$ cat src/rtl/id_ex_operand_stage_pkg.sv
// Shared types and default widths for the ID/EX operand stage and its forwarding units.
package id_ex_operand_stage_pkg;

  localparam int unsigned DEF_DATA_WIDTH     = 32;
  localparam int unsigned DEF_OPCODE_LENGTH  = 4;
  localparam int unsigned DEF_REG_ADDR_WIDTH = 5;

  typedef enum logic [1:0] {
    FWD_NONE = 2'b00,
    FWD_WB   = 2'b01,
    FWD_MEM  = 2'b10
  } fwd_sel_t;

endpackage

$ cat src/rtl/id_ex_operand_stage_forward_unit.sv
// Combinational bypass select for one source operand: MEM beats WB, x0 is never bypassed.
module forward_unit
  import id_ex_operand_stage_pkg::*;
#(
  parameter int unsigned DATA_WIDTH     = DEF_DATA_WIDTH,
  parameter int unsigned REG_ADDR_WIDTH = DEF_REG_ADDR_WIDTH
) (
  input  logic [REG_ADDR_WIDTH-1:0] rs_i,
  input  logic [DATA_WIDTH-1:0]     stored_data_i,
  input  logic                      mem_reg_write_i,
  input  logic [REG_ADDR_WIDTH-1:0] mem_rd_i,
  input  logic [DATA_WIDTH-1:0]     mem_data_i,
  input  logic                      wb_reg_write_i,
  input  logic [REG_ADDR_WIDTH-1:0] wb_rd_i,
  input  logic [DATA_WIDTH-1:0]     wb_data_i,
  output fwd_sel_t                  sel_c_o,
  output logic [DATA_WIDTH-1:0]     data_c_o
);

  logic rs_nonzero;

  assign rs_nonzero = (rs_i != '0);

  always_comb begin
    sel_c_o  = FWD_NONE;
    data_c_o = stored_data_i;
    if (rs_nonzero && mem_reg_write_i && (mem_rd_i == rs_i)) begin
      sel_c_o  = FWD_MEM;
      data_c_o = mem_data_i;
    end else if (rs_nonzero && wb_reg_write_i && (wb_rd_i == rs_i)) begin
      sel_c_o  = FWD_WB;
      data_c_o = wb_data_i;
    end
  end

endmodule

$ cat src/rtl/id_ex_operand_stage.sv
// ID/EX pipeline register with operand bypassing; stall refreshes stored operands with bypassed values.
module id_ex_operand_stage
  import id_ex_operand_stage_pkg::*;
#(
  parameter int unsigned DATA_WIDTH     = DEF_DATA_WIDTH,
  parameter int unsigned OPCODE_LENGTH  = DEF_OPCODE_LENGTH,
  parameter int unsigned REG_ADDR_WIDTH = DEF_REG_ADDR_WIDTH
) (
  input  logic                      clk,
  input  logic                      reset,
  input  logic                      Stall,
  input  logic                      Flush,
  input  logic                      IdValid,
  input  logic [DATA_WIDTH-1:0]     IdRs1Data,
  input  logic [DATA_WIDTH-1:0]     IdRs2Data,
  input  logic [DATA_WIDTH-1:0]     IdImm,
  input  logic [REG_ADDR_WIDTH-1:0] IdRs1,
  input  logic [REG_ADDR_WIDTH-1:0] IdRs2,
  input  logic [REG_ADDR_WIDTH-1:0] IdRd,
  input  logic                      IdALUSrc,
  input  logic                      IdRegWrite,
  input  logic [OPCODE_LENGTH-1:0]  IdOperation,
  input  logic                      MemRegWrite,
  input  logic [REG_ADDR_WIDTH-1:0] MemRd,
  input  logic [DATA_WIDTH-1:0]     MemALUResult,
  input  logic                      WbRegWrite,
  input  logic [REG_ADDR_WIDTH-1:0] WbRd,
  input  logic [DATA_WIDTH-1:0]     WbResult,
  output logic [DATA_WIDTH-1:0]     SrcA,
  output logic [DATA_WIDTH-1:0]     SrcB,
  output logic [OPCODE_LENGTH-1:0]  Operation,
  output logic                      ExValid,
  output logic                      ExRegWrite,
  output logic [REG_ADDR_WIDTH-1:0] ExRd,
  output logic [DATA_WIDTH-1:0]     ExStoreData,
  output logic [1:0]                ForwardA,
  output logic [1:0]                ForwardB
);

  logic                      valid_q,     valid_d;
  logic                      reg_write_q, reg_write_d;
  logic                      alu_src_q,   alu_src_d;
  logic [REG_ADDR_WIDTH-1:0] rd_q,        rd_d;
  logic [REG_ADDR_WIDTH-1:0] rs1_q,       rs1_d;
  logic [REG_ADDR_WIDTH-1:0] rs2_q,       rs2_d;
  logic [OPCODE_LENGTH-1:0]  op_q,        op_d;
  logic [DATA_WIDTH-1:0]     rs1_data_q,  rs1_data_d;
  logic [DATA_WIDTH-1:0]     rs2_data_q,  rs2_data_d;
  logic [DATA_WIDTH-1:0]     imm_q,       imm_d;

  fwd_sel_t              fwd_a_sel, fwd_b_sel;
  logic [DATA_WIDTH-1:0] fwd_a_data, fwd_b_data;

  forward_unit #(
    .DATA_WIDTH     (DATA_WIDTH),
    .REG_ADDR_WIDTH (REG_ADDR_WIDTH)
  ) u_fwd_a (
    .rs_i            (rs1_q),
    .stored_data_i   (rs1_data_q),
    .mem_reg_write_i (MemRegWrite),
    .mem_rd_i        (MemRd),
    .mem_data_i      (MemALUResult),
    .wb_reg_write_i  (WbRegWrite),
    .wb_rd_i         (WbRd),
    .wb_data_i       (WbResult),
    .sel_c_o         (fwd_a_sel),
    .data_c_o        (fwd_a_data)
  );

  forward_unit #(
    .DATA_WIDTH     (DATA_WIDTH),
    .REG_ADDR_WIDTH (REG_ADDR_WIDTH)
  ) u_fwd_b (
    .rs_i            (rs2_q),
    .stored_data_i   (rs2_data_q),
    .mem_reg_write_i (MemRegWrite),
    .mem_rd_i        (MemRd),
    .mem_data_i      (MemALUResult),
    .wb_reg_write_i  (WbRegWrite),
    .wb_rd_i         (WbRd),
    .wb_data_i       (WbResult),
    .sel_c_o         (fwd_b_sel),
    .data_c_o        (fwd_b_data)
  );

  // Next-state: flush inserts a bubble, stall holds control but refreshes operand data.
  always_comb begin
    valid_d     = valid_q;
    reg_write_d = reg_write_q;
    alu_src_d   = alu_src_q;
    rd_d        = rd_q;
    rs1_d       = rs1_q;
    rs2_d       = rs2_q;
    op_d        = op_q;
    rs1_data_d  = rs1_data_q;
    rs2_data_d  = rs2_data_q;
    imm_d       = imm_q;
    if (Flush) begin
      valid_d     = 1'b0;
      reg_write_d = 1'b0;
      alu_src_d   = 1'b0;
      rd_d        = '0;
      rs1_d       = '0;
      rs2_d       = '0;
      op_d        = '0;
      rs1_data_d  = '0;
      rs2_data_d  = '0;
      imm_d       = '0;
    end else if (Stall) begin
      rs1_data_d = fwd_a_data;
      rs2_data_d = fwd_b_data;
    end else begin
      valid_d     = IdValid;
      reg_write_d = IdRegWrite;
      alu_src_d   = IdALUSrc;
      rd_d        = IdRd;
      rs1_d       = IdRs1;
      rs2_d       = IdRs2;
      op_d        = IdOperation;
      rs1_data_d  = IdRs1Data;
      rs2_data_d  = IdRs2Data;
      imm_d       = IdImm;
    end
  end

  always_ff @(posedge clk) begin
    if (reset) begin
      valid_q     <= 1'b0;
      reg_write_q <= 1'b0;
      alu_src_q   <= 1'b0;
      rd_q        <= '0;
      rs1_q       <= '0;
      rs2_q       <= '0;
      op_q        <= '0;
      rs1_data_q  <= '0;
      rs2_data_q  <= '0;
      imm_q       <= '0;
    end else begin
      valid_q     <= valid_d;
      reg_write_q <= reg_write_d;
      alu_src_q   <= alu_src_d;
      rd_q        <= rd_d;
      rs1_q       <= rs1_d;
      rs2_q       <= rs2_d;
      op_q        <= op_d;
      rs1_data_q  <= rs1_data_d;
      rs2_data_q  <= rs2_data_d;
      imm_q       <= imm_d;
    end
  end

  assign SrcA        = fwd_a_data;
  assign SrcB        = alu_src_q ? imm_q : fwd_b_data;
  assign ExStoreData = fwd_b_data;
  assign Operation   = op_q;
  assign ExValid     = valid_q;
  assign ExRegWrite  = reg_write_q;
  assign ExRd        = rd_q;
  assign ForwardA    = 2'(fwd_a_sel);
  assign ForwardB    = 2'(fwd_b_sel);

endmodule

$ cat config.mk
export PLATFORM = sky130hd
export DESIGN_NAME = id_ex_operand_stage
export DESIGN_NICKNAME = d
export VERILOG_FILES = /design/src/rtl/id_ex_operand_stage_pkg.sv /design/src/rtl/id_ex_operand_stage_forward_unit.sv /design/src/rtl/id_ex_operand_stage.sv
export SDC_FILE = /design/constraint.sdc
export NUM_CORES = 1
export LEC_CHECK = 0
export BUFFER_PORTS_ARGS = -buffer_cell sky130_fd_sc_hd__buf_4
export CORE_MARGIN = 2
export CORE_UTILIZATION = 53
export CTS_BUF_LIST = sky130_fd_sc_hd__clkbuf_8
export CTS_CLUSTER_SIZE = 40
export DETAILED_ROUTE_END_ITERATION = 7
export GPL_TIMING_DRIVEN = 1
export PLACE_DENSITY = 0.88
export REMOVE_ABC_BUFFERS = 1
export SLEW_MARGIN = 20
export SYNTH_ARGS = -nofsm -noshare
export SYNTH_HDL_FRONTEND = slang
export SYNTH_SLANG_ARGS = --single-unit
$ cat constraint.sdc
create_clock -name clk -period 6.4 [get_ports clk]
set_input_delay 1.28 -clock clk [delete_from_list [all_inputs] [get_ports clk]]
set_output_delay 1.28 -clock clk [all_outputs]
set_load 0.02 [all_outputs]
======== Word-level counts from Yosys, hierarchy flattened ========
Cells that the tools add are included.
word-level totals
  register bits after elaboration ......... 118
  input port bits ......................... 198
  output and inout bits ................... 111
  word-level logic and storage cells ...... 36
cells by class
  eq/ne operators ......................... 4
  muxes and demuxes ....................... 11
  reduce and logical (&&, ||, !) cells .... 11
operators with widths
  kind                 number
  $mux W32             7
  $eq A5 B5 Y1         4
  $reduce_bool A5 Y1   2
  $logic_and A1 B1 Y1  8
  $mux W2              2
  $mux W1              2
  $reduce_or A2 Y1     1

======== Depth between registers and ports, before layout ========
  depth in word-level cells ............... 6
  depth in mapped cells ................... 7

======== By module ========
Synthesis repeated with hierarchy kept, for this count alone.
second synthesis, totals
  cell total of the unflattened synthesis .. 759
  area total of the unflattened synthesis .. 6,505.0 µm²
modules (own cells, without submodules)
  module               instances  cells each  area an instance (µm²)
  id_ex_operand_stage  1          417         4,538.1
  forward_unit         2          171         983.4

======== Worst setup path before layout ========
OpenSTA, ideal clock, no wires.
  kind .................................... input-to-output
  start point ............................. input MemRd[0]
  end point ............................... output SrcB[22]
  data arrival time ....................... 2,924 ps
  required time ........................... 5,120 ps
  setup slack ............................. 2,196 ps
  stages on the path ...................... 7
  path buffers ............................ 1
  cells stage by stage .................... or2_2 -> o21ai_0 -> nand3_1 -> inv_1 -> nor2_2 -> buf_2 -> a221oi_1
on the way
  word-level cells in the longest chain between the ends .. 4
RTL lines
  what                 RTL line                                source
  from (decl)          id_ex_operand_stage.sv:24               input logic [REG_ADDR_WIDTH-1:0] MemRd,
  $eq A5 B5 Y1         id_ex_operand_stage_forward_unit.sv:27  if (rs_nonzero && mem_reg_write_i && (mem_rd_i == rs_i)) begin
  $logic_and A1 B1 Y1  id_ex_operand_stage_forward_unit.sv:27
  $mux W32             id_ex_operand_stage_forward_unit.sv:27
  $mux W32             id_ex_operand_stage.sv:153              assign SrcB = alu_src_q ? imm_q : fwd_b_data;
  to (decl)            id_ex_operand_stage.sv:30               output logic [DATA_WIDTH-1:0] SrcB,
No other way between the ends.

======== Worst setup path in the final report ========
Same ends and word-level chain as after synthesis.

==> results.cfg <==
[critical_path]
slowest_stage = nand3_4
crit_chain = buf_4 > or2_2 > o21ai_0 > nand3_4 > inv_1 > nor2_4 > buf_4 > a221oi_1 > buf_4
slowest_delay_ns = 0.53
critPathArrivalTime_ns = 3.83
worstPathMaxFanout = 51
cp_common_cell = buf_4
worstPathRequired_ns = 5.12
worst_setup_path_end_kind = output port
setup.worst_path.class = input pin to output port
critPathLaunchType = input pin

[sta]
worstMarginPinSlew_ns = 1.101
fmax_mhz = 195.6
relSlewSlack_pct = 26.61
hold_viol_final = 0
fin_hold_ws_ns = 0.4982
period_needed_ns = 5.113
clock_skew_ns = 0.009564
timing.final.ws_setup_ns = 1.287
rsz0062_at_grt = false
slew_viol_final = 0
setup_viol = 0
fin_crit_sh_pct = 79.90

[finish]
drive_above_1_share_pct = 37.24
syn_to_final_growth_pct = 37.11
antenna_cells = 0
final_common_cell = buf_4
final_cell_mix = buf_4, nor2_1, mux2i_1, dfxtp_1
fin_cells = 1242
nets = 1251

[clock_tree]
cts_setup_buffers = 0
cts_tree = yes
cts_buffers = 17
cts.sinks = 118
cts-root-buf = clkbuf_8
htree_levels = 4
cts-hold-fix-buffers = 0
clkTransAtPathRegs_ns = 0.07
cts.path.max_buffers = 2
clkLatencyLatePin_ns = 0.44
cts_resized = 0

[power]
peakVddDrop_mv = 0.1221
power.total_uw = 1849
power_density_mw_per_mm2 = 191.1
leakagePower_uw = 0.004596

[yosys]
syn_inst = 799
syn_area_mm2 = 0.007059
yosysTopAreaCellShare_pct = 33.46
ys_top_cells_by_area = dfxtp_1, mux2i_1, o221ai_1
yosys.area.top_type = dfxtp_1
synth_cell_types = 33
ys_ff_latch = 118
avgSynthCellArea_um2 = 8.835
ys_seq_area_share_pct = 33.46
synth-edff-count = 0
synth_warnings = 0
postSynth.asyncResetShare_pct = 0
ys.flop_type = dfxtp_1

[placement]
hpwlAfterDp_mm = 15.53
gp_congestion = 0.8930
portBuffers = 308
dp.cells = 1210
pre_cts_ws_ns = 1.314

[detailed_routing]
dr_wl_met2_mm = 11.54
vias = 7236
vias_per_cell = 5.826
dr_wl_met3_mm = 1.766
wirelength_mm = 22.77
highest_layer = met4
dr.pass1.iters = 5
drt_iter0_drc = 560
remaining_drc_errors = 0
post_drt_wl_per_cell_um = 18.33
antenna_left = 0
met1_length_mm = 8.874

[global_routing]
grt_use_total_pct = 31.40
grt_max_degree = 99
grt_pass1_wl_mm = 35.63
first_global_vias = 7132
gr-total-overflow = 0
antenna_found_initial = 0

[floorplanning]
rows = 42
fp.dieW_um = 119.4
start_util_pct = 53.73
core_area_mm2 = 0.01314
ios = 309
dieArea_mm2 = 0.01426
fp.dieH_um = 119.4

[outcome]
status = finished, final reports clean

[min_path]
hold_path.class = register to register

[flow_run]
maxCapViolCount = 0
through the flow:
| stage | setup TNS (ns) | utilization (%) | cell area, um2 |
|---|---|---|---|
| after floorplan | -32.53 | - | 6641 |
| after global placement | 0 | 70.57 | 9271 |
| after detailed placement | 0 | 70.57 | 9271 |
| after CTS | 0 | 73.68 | 9679 |
| after global routing | 0 | 73.68 | 9679 |
| final | 0 | 73.68 | 9679 |
layout make-up:
class / instances / area [um2]
multi-input cells: 566 / 4185
fillers: 1008 / 3458
repair buffers: 316 / 2372
flip-flops and latches: 118 / 2366
clock buffers: 18 / 247.7
well taps: 176 / 220.2
clock inverters: 14 / 160.2
inverters: 34 / 127.6
path summary, 6_finish.rpt:
check	startpoint	to	slack, ns	cells past startpoint
min	imm_q[17]	imm_q[17]	0.50	2
max	MemRd[0]	SrcB[22]	1.29	9
min reg2reg	imm_q[17]	imm_q[17]	0.50	2
max reg2reg	rs1_q[1]	rs1_data_q[23]	2.75	5
worst max-delay path, delay by kind of cell:
| family | cells | cell delay, ns |
|---|---|---|
| and+or+nand+nor | 3 | 0.92 |
| AOI/OAI and AO/OA | 2 | 0.60 |
| buffers and inverters | 4 | 1.01 |
logic make-up (layout without fill, tap and decap cells):
group                  count (synthesis)  in the layout  synth area share, %
buffers and inverters                115            382                7.728
flip-flops                           118            118                33.46
AND/OR/NAND/NOR                      268            268                19.59
AO/OA/AOI/OAI                        162            162                20.26
multiplexers                         118            118                16.73
XOR/XNOR                              18             18                2.233
routing by layer:
metal	global-route usage [%]	vias to the layer above
met3	7.998	47
met2	56.65	327
met4	12.28	0
met1	35.32	3408
li1	-	3454
met5	0	-
flip-flops by register name, indices dropped and copies added, names as in the netlist:
name / flops
ExRegWrite: 1
ExValid: 1
rs2_q: 5
rs1_data_q: 32
alu_src_q: 1
Operation: 4
ExRd: 5
rs1_q: 5
imm_q: 32
rs2_data_q: 32
synthesized netlist by cell type (3+ instances only):
master	instances
inv_1	34
clkbuf_1	51
xnor2_1	6
a221oi_1	3
dfxtp_1	118
buf_2	16
nor2_1	122
buf_12	3
nor3_1	34
mux2i_1	118
xor2_1	12
o221ai_2	9
nand3b_1	64
a221oi_2	29
nand3_1	34
a21oi_1	64
buf_6	5
o221ai_1	55
buf_1	4
power by group:
group	switching, uW	internal (uW)
registers	16.3	759
clock network	312	391
logic	186	185
Note: power is estimated with default switching activity, not from simulation.
